**src/rtl/banner_pkg.sv**
```systemverilog
// Shared types and defaults for the rotating seven-segment banner controller.
package banner_pkg;

  localparam int CHAR_W_DEF  = 5;
  localparam int MSG_MAX_DEF = 16;

  // Character code driven while a digit is dark
  localparam int BLANK_CODE = 0;

  typedef enum logic [1:0] {
    STOPPED   = 2'd0,
    SCROLLING = 2'd1,
    HOLD      = 2'd2
  } scan_state_t;

  function automatic logic [4:0] clamp_len(input logic [4:0] len, input int max_len);
    return (len > 5'(max_len)) ? 5'(max_len) : len;
  endfunction

endpackage

```
**src/rtl/banner_scan_ctrl_tick_prescaler.sv**
```systemverilog
// Free-running 0..DIV-1 prescaler; tick is high for the terminal-count cycle.
module tick_prescaler #(
  parameter int DIV = 4
) (
  input  logic clk,
  input  logic rst_n,
  input  logic clr,
  output logic tick
);

  localparam int W = (DIV > 1) ? $clog2(DIV) : 1;

  logic [W-1:0] cnt;

  assign tick = !clr && (cnt == W'(DIV - 1));

  always_ff @(posedge clk or negedge rst_n) begin
    if (!rst_n) begin
      cnt <= '0;
    end else if (clr || tick) begin
      cnt <= '0;
    end else begin
      cnt <= cnt + 1'b1;
    end
  end

endmodule

```
**src/rtl/banner_scan_ctrl.sv**
```systemverilog
// Scan/rotation controller for the 8-digit banner: digit scan, message buffer, scroll FSM.
// Optional BANNER_HOLD_BLINK_EN flashes the whole display while pausing at offset 0.
//
// state     | meaning
// STOPPED   | run=0, step prescaler cleared, offset frozen
// SCROLLING | each step tick moves offset by one position per dir
// HOLD      | offset parked at 0 for HOLD_STEPS step ticks
module banner_scan_ctrl
  import banner_pkg::*;
#(
  parameter int REFRESH_DIV = 12500,
  parameter int STEP_DIV    = 25000000,
  parameter int HOLD_STEPS  = 4,
  parameter int MSG_MAX     = MSG_MAX_DEF,
  parameter int CHAR_W      = CHAR_W_DEF
) (
  input  logic                       clk,
  input  logic                       rst_n,
  input  logic                       wr_en,
  input  logic [$clog2(MSG_MAX)-1:0] wr_addr,
  input  logic [CHAR_W-1:0]          wr_data,
  input  logic [4:0]                 msg_len,
  input  logic                       run,
  input  logic                       dir,
  output logic [3:0]                 refresh_counter,
  output logic [CHAR_W-1:0]          char_code,
  output logic                       blank,
  output logic [3:0]                 offset
);

  localparam int AW = $clog2(MSG_MAX);
  localparam int HW = (HOLD_STEPS > 1) ? $clog2(HOLD_STEPS) : 1;

  logic [CHAR_W-1:0] msg_buf [MSG_MAX];
  logic [4:0]        len;
  logic [4:0]        len_div;
  logic              slot_tick;
  logic              step_tick;
  logic              step_clr;

  scan_state_t       state, state_nxt;
  logic [HW-1:0]     hold_cnt, hold_nxt;
  logic [3:0]        off_nxt;
  logic [2:0]        idx_nxt;
  logic              stepped;
  logic [4:0]        pos_sum;
  logic [AW-1:0]     pos;
  logic [CHAR_W-1:0] char_nxt;
  logic              blank_nxt;

  assign len      = clamp_len(msg_len, MSG_MAX);
  assign len_div  = (len == 5'd0) ? 5'd1 : len;
  assign step_clr = !run || (state == STOPPED);

  tick_prescaler #(.DIV(REFRESH_DIV)) u_slot_pre (
    .clk   (clk),
    .rst_n (rst_n),
    .clr   (1'b0),
    .tick  (slot_tick)
  );

  tick_prescaler #(.DIV(STEP_DIV)) u_step_pre (
    .clk   (clk),
    .rst_n (rst_n),
    .clr   (step_clr),
    .tick  (step_tick)
  );

  always_ff @(posedge clk or negedge rst_n) begin
    if (!rst_n) begin
      for (int i = 0; i < MSG_MAX; i++) begin
        msg_buf[i] <= '0;
      end
    end else if (wr_en) begin
      msg_buf[wr_addr] <= wr_data;
    end
  end

  always_comb begin
    idx_nxt   = slot_tick ? refresh_counter[2:0] - 3'd1 : refresh_counter[2:0];
    state_nxt = state;
    hold_nxt  = hold_cnt;
    off_nxt   = offset;
    stepped   = 1'b0;

    // A shrunk message must never leave offset pointing past its end; this beats a step
    if (len == 5'd0 || {1'b0, offset} >= len) begin
      off_nxt = 4'd0;
    end else if (state == SCROLLING && step_tick) begin
      stepped = 1'b1;
      if (dir) begin
        off_nxt = (offset == 4'd0) ? 4'(len - 5'd1) : offset - 4'd1;
      end else begin
        off_nxt = ({1'b0, offset} + 5'd1 == len) ? 4'd0 : offset + 4'd1;
      end
    end

    if (!run) begin
      state_nxt = STOPPED;
      hold_nxt  = '0;
    end else begin
      case (state)
        STOPPED: state_nxt = SCROLLING;
        SCROLLING: begin
          if (stepped && off_nxt == 4'd0 && HOLD_STEPS > 0) begin
            state_nxt = HOLD;
            hold_nxt  = '0;
          end
        end
        HOLD: begin
          if (step_tick) begin
            if (hold_cnt == HW'(HOLD_STEPS - 1)) begin
              state_nxt = SCROLLING;
              hold_nxt  = '0;
            end else begin
              hold_nxt = hold_cnt + 1'b1;
            end
          end
        end
        default: begin
          state_nxt = STOPPED;
          hold_nxt  = '0;
        end
      endcase
    end

    pos_sum  = {1'b0, off_nxt} + {2'b00, ~idx_nxt};
    pos      = AW'(pos_sum % len_div);
    char_nxt = (len == 5'd0) ? CHAR_W'(BLANK_CODE) : msg_buf[pos];
  end

`ifdef BANNER_HOLD_BLINK_EN
  logic blink, blink_nxt;

  always_comb begin
    blink_nxt = blink;
    if (state_nxt != HOLD) begin
      blink_nxt = 1'b0;
    end else if (state != HOLD) begin
      blink_nxt = 1'b1;
    end else if (step_tick) begin
      blink_nxt = ~blink;
    end
  end

  always_ff @(posedge clk or negedge rst_n) begin
    if (!rst_n) begin
      blink <= 1'b0;
    end else begin
      blink <= blink_nxt;
    end
  end

  assign blank_nxt = (len == 5'd0) || (state_nxt == HOLD && blink_nxt);
`else
  assign blank_nxt = (len == 5'd0);
`endif

  always_ff @(posedge clk or negedge rst_n) begin
    if (!rst_n) begin
      state           <= STOPPED;
      hold_cnt        <= '0;
      offset          <= 4'd0;
      refresh_counter <= 4'd0;
      char_code       <= CHAR_W'(BLANK_CODE);
      blank           <= 1'b1;
    end else begin
      state           <= state_nxt;
      hold_cnt        <= hold_nxt;
      offset          <= off_nxt;
      refresh_counter <= {1'b0, idx_nxt};
      char_code       <= char_nxt;
      blank           <= blank_nxt;
    end
  end

endmodule
```
**config.mk**
```make
export PLATFORM = sky130hd
export DESIGN_NAME = banner_scan_ctrl
export DESIGN_NICKNAME = d
export VERILOG_FILES = /design/src/rtl/banner_pkg.sv /design/src/rtl/banner_scan_ctrl_tick_prescaler.sv /design/src/rtl/banner_scan_ctrl.sv
export SDC_FILE = /design/constraint.sdc
export NUM_CORES = 1
export LEC_CHECK = 0
export CAP_MARGIN = 20
export CORE_MARGIN = 10
export CORE_UTILIZATION = 40
export CTS_CLUSTER_DIAMETER = 120
export DETAILED_ROUTE_END_ITERATION = 8
export GPL_ROUTABILITY_DRIVEN = 0
export PLACE_DENSITY = 0.6
export SLEW_MARGIN = 30
export SYNTH_ARGS = -nofsm -noshare
export SYNTH_HDL_FRONTEND = slang
export SYNTH_SLANG_ARGS = --single-unit
```
**constraint.sdc**
```tcl
create_clock -name clk -period 17.3 [get_ports clk]
set_input_delay 2.595 -clock clk [delete_from_list [all_inputs] [get_ports clk]]
set_output_delay 2.595 -clock clk [all_outputs]
set_load 0.01 [all_outputs]
```
==> reports/summary.txt, run 1 <==
Hold Path Stages: 1
worst relative slew slack: 44.2%
FILL cells: 1749
Clk Latency, worst-skew pair: 430 ps
sequential share of power: 39.7%
worst hold start: u_step_pre.cnt[0]
clk_skew: 9.03 ps
Tightest Pin Transition: 837 ps
maximum vdd drop: 0.0927 mV
Ys Warns: 0
M1 WL: 8530 um
gr usage total: 14.8%
Sw Share: 29.4%
Hold Violations, Final: 0
post-cts sizing count: 0
FF+latch count, synth: 136
Mapped Area: 7680 sq um
initial DRC count: 307
slack of the worst reg-to-reg path: 6860 ps
Lkg Pwr: 3.82 nW
slowest stage delay, CP: 730 ps
Logic pwr share: 20.2%
Die Area: 25100 sq um
Detail Route met3 WL: 875 um
Initial Util: 40.9%
Worst Path Required: 17650 ps
area of the multi-input gates: 4070 sq um
most common library cells after synthesis: 135 x dfrtp_1, 99 x nand2_1, 83 x mux2_2
GR Overflow Total: 0
vias in the first global route: 5683
CTS root buf: clkbuf_16
Pint: 0.704 mW
CP startpoint kind: input pin
Die Ht: 159 um
Most used DFF post-synth: dfrtp_1
crit share post-route: 72.3%
Slew Viols, Final: 0
CORE AREA: 18800 sq um
CTS Hold Buffers Added: 0
worst hold path class: flip-flop to flip-flop
Crit. End Element: flip-flop
post-synthesis sequential area ratio: 44.3%
Switch Pwr: 0.294 mW
minimum clock period: 12500 ps
clock transition at the registers of the reported paths: 70 ps
PnR worst setup slack: 4800 ps
first-pass GRT wire length: 29400 um
Ports: 33
Syn-to-layout area delta: 15.3%
share of the synthesized area in the top cell type: 44.0%
vias: 5679
DR pass1 iterations: 7
Max Cap Violations: 0
CP dominant cell by count: ha_1
TNS Setup: 0 ps
WS Path Type: input pin to flip-flop
power per cell area: 113 nW/um^2
clock sink count: 136
synthesized area per cell: 10.0 sq um
CTS buffer count: 17
cells on worst reg2reg path: 42
initial antenna violation count: 0
post-synth net total: 817
register area: 3400 sq um
fraction of registers with async set/reset: 100%
largest cells by area after synthesis: dfrtp_1 44%, mux2_2 12%, ha_1 4.9%
n_diodes: 0
dominant cell type by area after synthesis: dfrtp_1
Max Root-Sink Buffers: 2
Die X: 159 um
# H-tree levels: 4
drt wl/cell: 17.2 um
fin area: 8850 sq um
Cell variety after synth: 67
sink of the worst hold path: u_step_pre.cnt[0]
count leader, synth: dfrtp_1
Critical R2R Capture: char_code[4]
via/cell ratio: 5.46
WP data arrival: 12850 ps
Post-DP Area: 8220 sq um
share of layout cells above drive strength 1: 17.0%
reg2reg start: offset[0]
f_max: 0.0800 GHz
largest net degree at the start of global routing: 80
WL final: 17900 um
Post-synth EDFFs: 0
crit path max fanout: 21
Port Buffers: 31
Cells after Synth: 766
CTS tree: built
status: complete, no violations
clock network fraction of design power: 40.0%
drt drc: 0
Post-CTS Setup Bufs: 0
Routed Antenna Nets: 0
HPWL after detailed placement: 12400 um
RSZ-0062 raised after global routing: no
DR WL met2: 8200 um
endpoints failing setup: 0
DR top layer: met4
dpl ws: 4460 ps
CP max-delay cell: clkdlybuf4s50_1
fin nets: 845
cell row count: 50
Final Util: 47.2%
-- per-layer routing --
| layer | global-route usage (%) | vias up |
|---|---|---|
| met5 | 0 | - |
| met4 | 4.76 | 0 |
| met3 | 3.86 | 24 |
| met2 | 23.0 | 109 |
| met1 | 19.7 | 2782 |
| li1 | - | 2764 |
-- metrics by stage --
step | power, mW | instances | hold slack, ps
2_1_floorplan | 0.535 | 766 | 455
3_3_place_gp | 0.601 | 1009 | 479
3_5_place_dp | 0.602 | 1009 | 481
4_1_cts | 1.00 | 1041 | 490
5_1_grt | 1.04 | 1041 | 513
6_report | 0.997 | 1041 | 489
-- worst max path at each step --
stage	cells past startpoint	startpoint	to
CTS	44	msg_len[4]	char_code[4]
global route	47	msg_len[4]	char_code[1]
detailed placement	44	msg_len[4]	char_code[4]
finish	42	msg_len[4]	char_code[4]
global placement	44	msg_len[4]	char_code[1]
floorplan	45	msg_len[4]	char_code[3]
-- state kept, by name, indices dropped and copies added, names as in the netlist --
| signal | count |
|---|---|
| hold_cnt | 2 |
| refresh_counter | 3 |
| u_slot_pre.cnt | 14 |
| char_code | 5 |
| msg_buf | 80 |
| offset | 4 |
| state | 2 |
| blank | 1 |
| u_step_pre.cnt | 25 |
-- layout by cell type (no fill, tap or decap), types with 5 or more instances in the layout --
cell,Yosys,final
nor4_1,6,5
clkbuf_16,0,17
nor2b_1,12,12
nor2_1,67,66
a31oi_1,11,11
or3_1,7,7
nand4_1,11,11
ha_1,30,30
a21oi_1,22,22
nor3_1,14,14
nand3b_1,6,6
nand2_1,99,99
nand3_1,45,45
o21ai_0,13,13
mux2i_1,16,16
clkdlybuf4s50_1,0,30
a32oi_1,6,6
inv_6,0,5
mux2_2,83,83
xnor2_1,20,20
and3_1,8,8
xor2_1,21,21
inv_1,24,24
or2_2,5,5
nand2b_1,10,10
o21a_1,8,8
a21o_1,5,5
dfrtp_1,135,135
-- power by group through the flow --
stage / logic (mW) / registers [mW] / clock network, mW
2_1_floorplan: 0.141 / 0.394 / 0
5_1_grt: 0.224 / 0.401 / 0.417
3_5_place_dp: 0.202 / 0.400 / 0
6_report: 0.202 / 0.396 / 0.399
4_1_cts: 0.204 / 0.396 / 0.405
3_3_place_gp: 0.200 / 0.401 / 0
-- layout make-up --
cell class / count / share of cell area (%)
timing repair buffer: 36 / 3.99
clock inverter: 14 / 2.36
multi-input combinational: 578 / 46.0
tap: 234 / 3.31
clock buffer: 18 / 4.85
inverter: 25 / 1.06
sequential: 136 / 38.5
-- cells by family (layout without fill, tap and decap cells) --
logic type | after synthesis | count (layout) | synth area share [%]
other | 1 | 1 | 0.0488
AND/OR/NAND/NOR | 311 | 311 | 19.9
AO/OA/AOI/OAI | 93 | 93 | 8.21
flip-flops | 136 | 136 | 44.3
adder cells (fa/ha/maj) | 32 | 32 | 5.41
XOR/XNOR | 42 | 42 | 4.97
buffers and inverters | 52 | 93 | 2.85
multiplexers | 99 | 99 | 14.3
-- critical path: cells and delay by family --
kind,cells,cell delay [ps]
xor gates and xnor gates,1,370
buffers and inverters,3,1170
AOI/OAI and AO/OA,16,3200
and+or+nand+nor,13,2620
muxes,3,1130
adders and majority gates,6,1750
Power figures use the tool's default switching activity.
==> run 2: changes to the inputs <==
==> constraint.sdc (replaced) <==
create_clock -name clk -period 12.4 [get_ports clk]
set_input_delay 1.86 -clock clk [delete_from_list [all_inputs] [get_ports clk]]
set_output_delay 1.86 -clock clk [all_outputs]
set_load 0.01 [all_outputs]
==> reports/summary.txt, run 2 (same netlist as run 1, synthesis figures left out) <==
worst hold path class: flip-flop to flip-flop
CTS Hold Buffers Added: 0 (unchanged)
Switch Pwr: 0.405 mW (+38%)
Post-CTS Setup Bufs: 0 (unchanged)
# H-tree levels: 4 (unchanged)
TNS Setup: 0 ps (unchanged)
f_max: 0.0887 GHz
power per cell area: 155 nW/um^2 (+38%)
Tightest Pin Transition: 779 ps (-58.1 ps)
Slew Viols, Final: 0 (unchanged)
crit path max fanout: 27 (+29%)
Pint: 0.969 mW (+38%)
WP data arrival: 11620 ps (-1230 ps)
clock sink count: 136 (unchanged)
Die X: 159 um (unchanged)
share of layout cells above drive strength 1: 17.3% (+0.31 points)
Syn-to-layout area delta: 15.3% (about the same)
CP dominant cell by count: ha_1
RSZ-0062 raised after global routing: no
largest reg by FF count: msg_buf
drt drc: 0 (unchanged)
post-cts sizing count: 0 (unchanged)
Hold Violations, Final: 0 (unchanged)
CORE AREA: 18800 sq um (unchanged)
via/cell ratio: 5.49 (+0.70%)
WL final: 17800 um (-0.61%)
Initial Util: 40.9% (unchanged)
FILL cells: 1737 (-0.69%)
Routed Antenna Nets: 0 (unchanged)
most frequent cells in the layout: 135 x dfrtp_1, 99 x nand2_1, 83 x mux2_2, 66 x nor2_1, 45 x nand3_1
crit share post-route: 90.9%
sequential share of power: 40.1% (+0.4 points)
clock network fraction of design power: 39.2% (-0.8 points)
gr usage total: 14.8% (+0.033 points)
slowest stage delay, CP: 750 ps (+20 ps)
Crit. End Element: flip-flop
Clk Latency, worst-skew pair: 420 ps (about the same)
GR Overflow Total: 0 (unchanged)
most common cell after layout, fill and taps aside: dfrtp_1
worst relative slew slack: 47.9% (+3.7 points)
CTS root buf: clkbuf_16
largest net degree at the start of global routing: 75 (-6.3%)
Die Area: 25100 sq um (unchanged)
WS Path Type: input pin to flip-flop
Logic pwr share: 20.7% (+0.5 points)
drt wl/cell: 17.1 um (-0.90%)
max reg flops: 80 (unchanged)
DR pass1 iterations: 4 (-3)
Lkg Pwr: 3.83 nW (+0.33%)
Max Cap Violations: 0 (unchanged)
Worst Hold Slack: 488 ps (-1.37 ps)
vias: 5735 (+0.99%)
initial DRC count: 384 (+25%)
Sw Share: 29.5% (+0.050 points)
fin nets: 848 (+0.36%)
clk_skew: 11.2 ps (+2.22 ps)
CP max-delay cell: clkdlybuf4s50_1
Max Root-Sink Buffers: 2 (unchanged)
Ports: 33 (unchanged)
status: complete, no violations
HPWL after detailed placement: 12300 um (-0.46%)
CTS buffer count: 17 (unchanged)
Worst Path Required: 12750 ps (-4900 ps)
minimum clock period: 11280 ps
n_diodes: 0 (unchanged)
clock transition at the registers of the reported paths: 60 ps (about the same)
maximum vdd drop: 0.0963 mV (+3.9%)
cell row count: 50 (unchanged)
Die Ht: 159 um (unchanged)
Port Buffers: 31 (unchanged)
first-pass GRT wire length: 29400 um (about the same)
initial antenna violation count: 0 (unchanged)
Largest regs: msg_buf (80), u_step_pre.cnt (25), u_slot_pre.cnt (14)
CP startpoint kind: input pin
endpoints failing setup: 0 (unchanged)
CTS tree: built
vias in the first global route: 5640 (-0.76%)
==> run 2: cell types whose count changed in the layout (fill, tap and decap cells not counted), sizes merged <==
cell	previous run	this run
buf	6	9
clkinv	4	7
bufinv	4	3
clkinvlp	1	0
inv	30	29
==> run 2: cell type report <==
type	count	area (sq um)	area share (%)
timing repair buffer	39	375	4.24
clock inverter	14	188	2.12
tap	234	293	3.31
inverter	25	93.8	1.06
sequential	136	3400	38.4
multi-input combinational	578	4060	45.9
clock buffer	18	439	4.96
==> run 2: layer usage <==
metal	global-route usage, %	part of all wire, %	vias to the layer above
li1	-	-	2775
met1	20.1	49	2824
met2	22.5	45	112
met3	3.94	4.8	24
met4	4.90	1.8	0
met5	0	0	-
==> run 2: per-stage QoR <==
step	util [%]	setup WS, ps	total power, mW	instance area [sq um]	cells
finish	47.2	1120	1.37	8860	1044
global route	47.2	227	1.44	8860	1044
CTS	47.2	1210	1.39	8850	1044
detailed placement	43.8	778	0.844	8230	1012
global placement	43.8	1010	0.840	8230	1012
floorplan	-	2640	0.746	7680	766
==> run 2: final timing paths <==
check	from	end	slack (ps)	cells after the start
max	msg_len[4]	char_code[2]	1120	44
min	u_step_pre.cnt[0]	u_step_pre.cnt[0]	490	1
max reg2reg	offset[0]	char_code[2]	2520	44
min reg2reg	u_step_pre.cnt[0]	u_step_pre.cnt[0]	490	1
max in group asynchronous	rst_n	u_slot_pre.cnt[7]	9870	2
min in group asynchronous	rst_n	u_step_pre.cnt[14]	1430	1
==> run 2: power by group through the flow <==
stage,registers (mW),clock network (mW),logic [mW]
3_5_place_dp,0.557,0,0.287
6_report,0.551,0.539,0.284
2_1_floorplan,0.549,0,0.197
3_3_place_gp,0.558,0,0.283
4_1_cts,0.551,0.548,0.287
5_1_grt,0.560,0.571,0.314
==> run 2: worst max-delay path, delay by kind of cell <==
| family | cells | cell delay (ps) |
|---|---|---|
| multiplexers | 2 | 210 |
| XOR/XNOR | 1 | 360 |
| AO/OA/AOI/OAI | 20 | 3970 |
| buffers and inverters | 3 | 1080 |
| AND/OR/NAND/NOR | 12 | 2370 |
| adder cells (fa/ha/maj) | 6 | 1750 |
==> run 3: changes to the inputs <==
--- a/config.mk
+++ b/config.mk
@@ -7,11 +7,11 @@
 export LEC_CHECK = 0
 export CAP_MARGIN = 20
 export CORE_MARGIN = 10
-export CORE_UTILIZATION = 40
+export CORE_UTILIZATION = 55
 export CTS_CLUSTER_DIAMETER = 120
 export DETAILED_ROUTE_END_ITERATION = 8
 export GPL_ROUTABILITY_DRIVEN = 0
-export PLACE_DENSITY = 0.6
+export PLACE_DENSITY = 0.76
 export SLEW_MARGIN = 30
 export SYNTH_ARGS = -nofsm -noshare
 export SYNTH_HDL_FRONTEND = slang
==> reports/summary.txt, run 3 (same netlist as run 1, synthesis figures left out) <==
Slew Viols, Final: 0 (unchanged)
Crit. End Element: flip-flop
Clk Latency, worst-skew pair: 430 ps (about the same)
critical path endpoint: char_code[4]
# H-tree levels: 4 (unchanged)
Port Buffers: 31 (unchanged)
post-cts sizing count: 0 (unchanged)
fin area: 8740 sq um (-1.4%)
via/cell ratio: 6.02 (+9.5%)
CP max-delay cell: clkdlybuf4s50_1
Critical R2R Capture: char_code[4]
share of layout cells above drive strength 1: 17.2% (-0.081 points)
Ports: 33 (unchanged)
CP dominant cell by count: ha_1
initial antenna violation count: 0 (unchanged)
cells on worst reg2reg path: 43 (-2.3%)
most common cell after layout, fill and taps aside: dfrtp_1
Post-DP Area: 8170 sq um (-0.75%)
fin nets: 846 (-0.24%)
CTS tree: built
maximum vdd drop: 0.125 mV (+30%)
vias in the first global route: 6238 (+11%)
GR Overflow Total: 0 (unchanged)
clock sink count: 136 (unchanged)
Post-CTS Setup Bufs: 0 (unchanged)
vias: 5945 (+3.7%)
minimum clock period: 11470 ps (+195 ps)
Max Cap Violations: 0 (unchanged)
Worst Path Required: 12750 ps (about the same)
dpl cells: 956 (-5.5%)
Syn-to-layout area delta: 13.8%
f_max: 0.0872 GHz (-1.7%)
largest net degree at the start of global routing: 55 (-27%)
slack of the worst reg-to-reg path: 2310 ps (-210 ps)
n_diodes: 0 (unchanged)
crit path from: msg_len[4]
WL final: 17800 um (about the same)
status: complete, no violations
Die Area: 19100 sq um (-24%)
Routed Antenna Nets: 0 (unchanged)
dpl ws: 325 ps (-453 ps)
most frequent cells in the layout: 135 x dfrtp_1, 99 x nand2_1, 83 x mux2_2, 66 x nor2_1, 45 x nand3_1
crit share post-route: 92.5% (+1.6 points)
max reg flops: 80 (unchanged)
Tightest Pin Transition: 736 ps (-43.1 ps)
TNS Setup: 0 ps (unchanged)
WS Path Type: input pin to flip-flop
CP startpoint kind: input pin
first-pass GRT wire length: 30400 um (+3.3%)
FILL cells: 1124 (-35%)
Max Root-Sink Buffers: 2 (unchanged)
post-route insts no fill: 988 (-5.4%)
CTS buffer count: 17 (unchanged)
Die X: 138 um (-13%)
initial DRC count: 519 (+35%)
worst hold path class: flip-flop to flip-flop
drt drc: 0 (unchanged)
cell row count: 43 (-14%)
clock transition at the registers of the reported paths: 60 ps (about the same)
Largest regs: msg_buf (80), u_step_pre.cnt (25), u_slot_pre.cnt (14)
WP data arrival: 11820 ps (+200 ps)
power per cell area: 151 nW/um^2 (-2.8%)
Hold Violations, Final: 0 (unchanged)
HPWL after detailed placement: 12500 um (+1.2%)
crit path max fanout: 36 (+33%)
endpoints failing setup: 0 (unchanged)
RSZ-0062 raised after global routing: no
CORE AREA: 13800 sq um (-27%)
Lkg Pwr: 3.79 nW (-1.1%)
Initial Util: 55.8% (+15 points)
slowest stage delay, CP: 750 ps (about the same)
drt wl/cell: 18.0 um (+5.8%)
PnR worst setup slack: 929 ps (-195 ps)
DR pass1 iterations: 6 (+2)
clk_skew: 8.03 ps (-3.22 ps)
worst relative slew slack: 50.8% (+2.9 points)
CTS Hold Buffers Added: 0 (unchanged)
gr usage total: 19.0% (+4.1 points)
CTS root buf: clkbuf_16
reg2reg start: offset[0]
Die Ht: 138 um (-13%)
largest reg by FF count: msg_buf
-- run 3: cell types whose count changed in the layout (fill, tap and decap cells not counted), sizes merged --
cell      change
inv           -3
buf           -2
bufinv        -2
clkinvlp      +3
clkinv        +2
-- run 3: per-layer routing --
| layer | global-route usage (%) | share of wire, % |
|---|---|---|
| met3 | 4.97 | 5.8 |
| met1 | 23.1 | 43 |
| met2 | 30.5 | 48 |
| met5 | 0 | 0 |
| met4 | 9.27 | 3.1 |
-- run 3: through the flow --
stage	utilization, %	power [mW]	hold WS, ps
2_1_floorplan	-	0.746	455
3_3_place_gp	59.0	0.824	471
3_5_place_dp	59.3	0.841	490
4_1_cts	63.4	1.32	503
5_1_grt	63.4	1.38	509
6_report	63.4	1.32	492
-- run 3: where the power goes --
| part | internal, mW | total [mW] | switching (mW) | leakage (nW) |
|---|---|---|---|---|
| Combinational | 0.128 | 0.286 | 0.158 | 1.78 |
| Clock | 0.281 | 0.479 | 0.197 | 0.272 |
| Sequential | 0.514 | 0.553 | 0.0393 | 1.73 |
| Total | 0.923 | 1.32 | 0.394 | 3.79 |
-- run 3: worst min-delay path by stage --
| stage | startpoint | end | slack, ps | cells after the start |
|---|---|---|---|---|
| floorplan | u_step_pre.cnt[0] | u_step_pre.cnt[0] | 460 | 1 |
| global placement | u_step_pre.cnt[0] | u_step_pre.cnt[0] | 470 | 1 |
| detailed placement | u_slot_pre.cnt[8] | u_slot_pre.cnt[8] | 490 | 1 |
| CTS | u_slot_pre.cnt[8] | u_slot_pre.cnt[8] | 500 | 1 |
| global route | u_slot_pre.cnt[8] | u_slot_pre.cnt[8] | 510 | 1 |
| finish | refresh_counter[2] | refresh_counter[2] | 490 | 1 |
-- run 3: layout make-up --
cell class                      instances  area, sq um  area share (%)
Multi-Input combinational cell        578         4070            46.6
Sequential cell                       136         3400            39.0
Clock buffer                           18          439            5.03
Timing Repair Buffer                   37          377            4.31
Tap cell                              180          225            2.58
Clock inverter                         14          125            1.43
Inverter                               25         93.8            1.07
-- run 3: critical path: cells and delay by family --
family | cells | cell delay, ps
AND/OR/NAND/NOR | 13 | 2250
AO/OA/AOI/OAI | 18 | 3730
buffers and inverters | 3 | 860
multiplexers | 3 | 750
adder cells (fa/ha/maj) | 7 | 1920
XOR/XNOR | 1 | 380
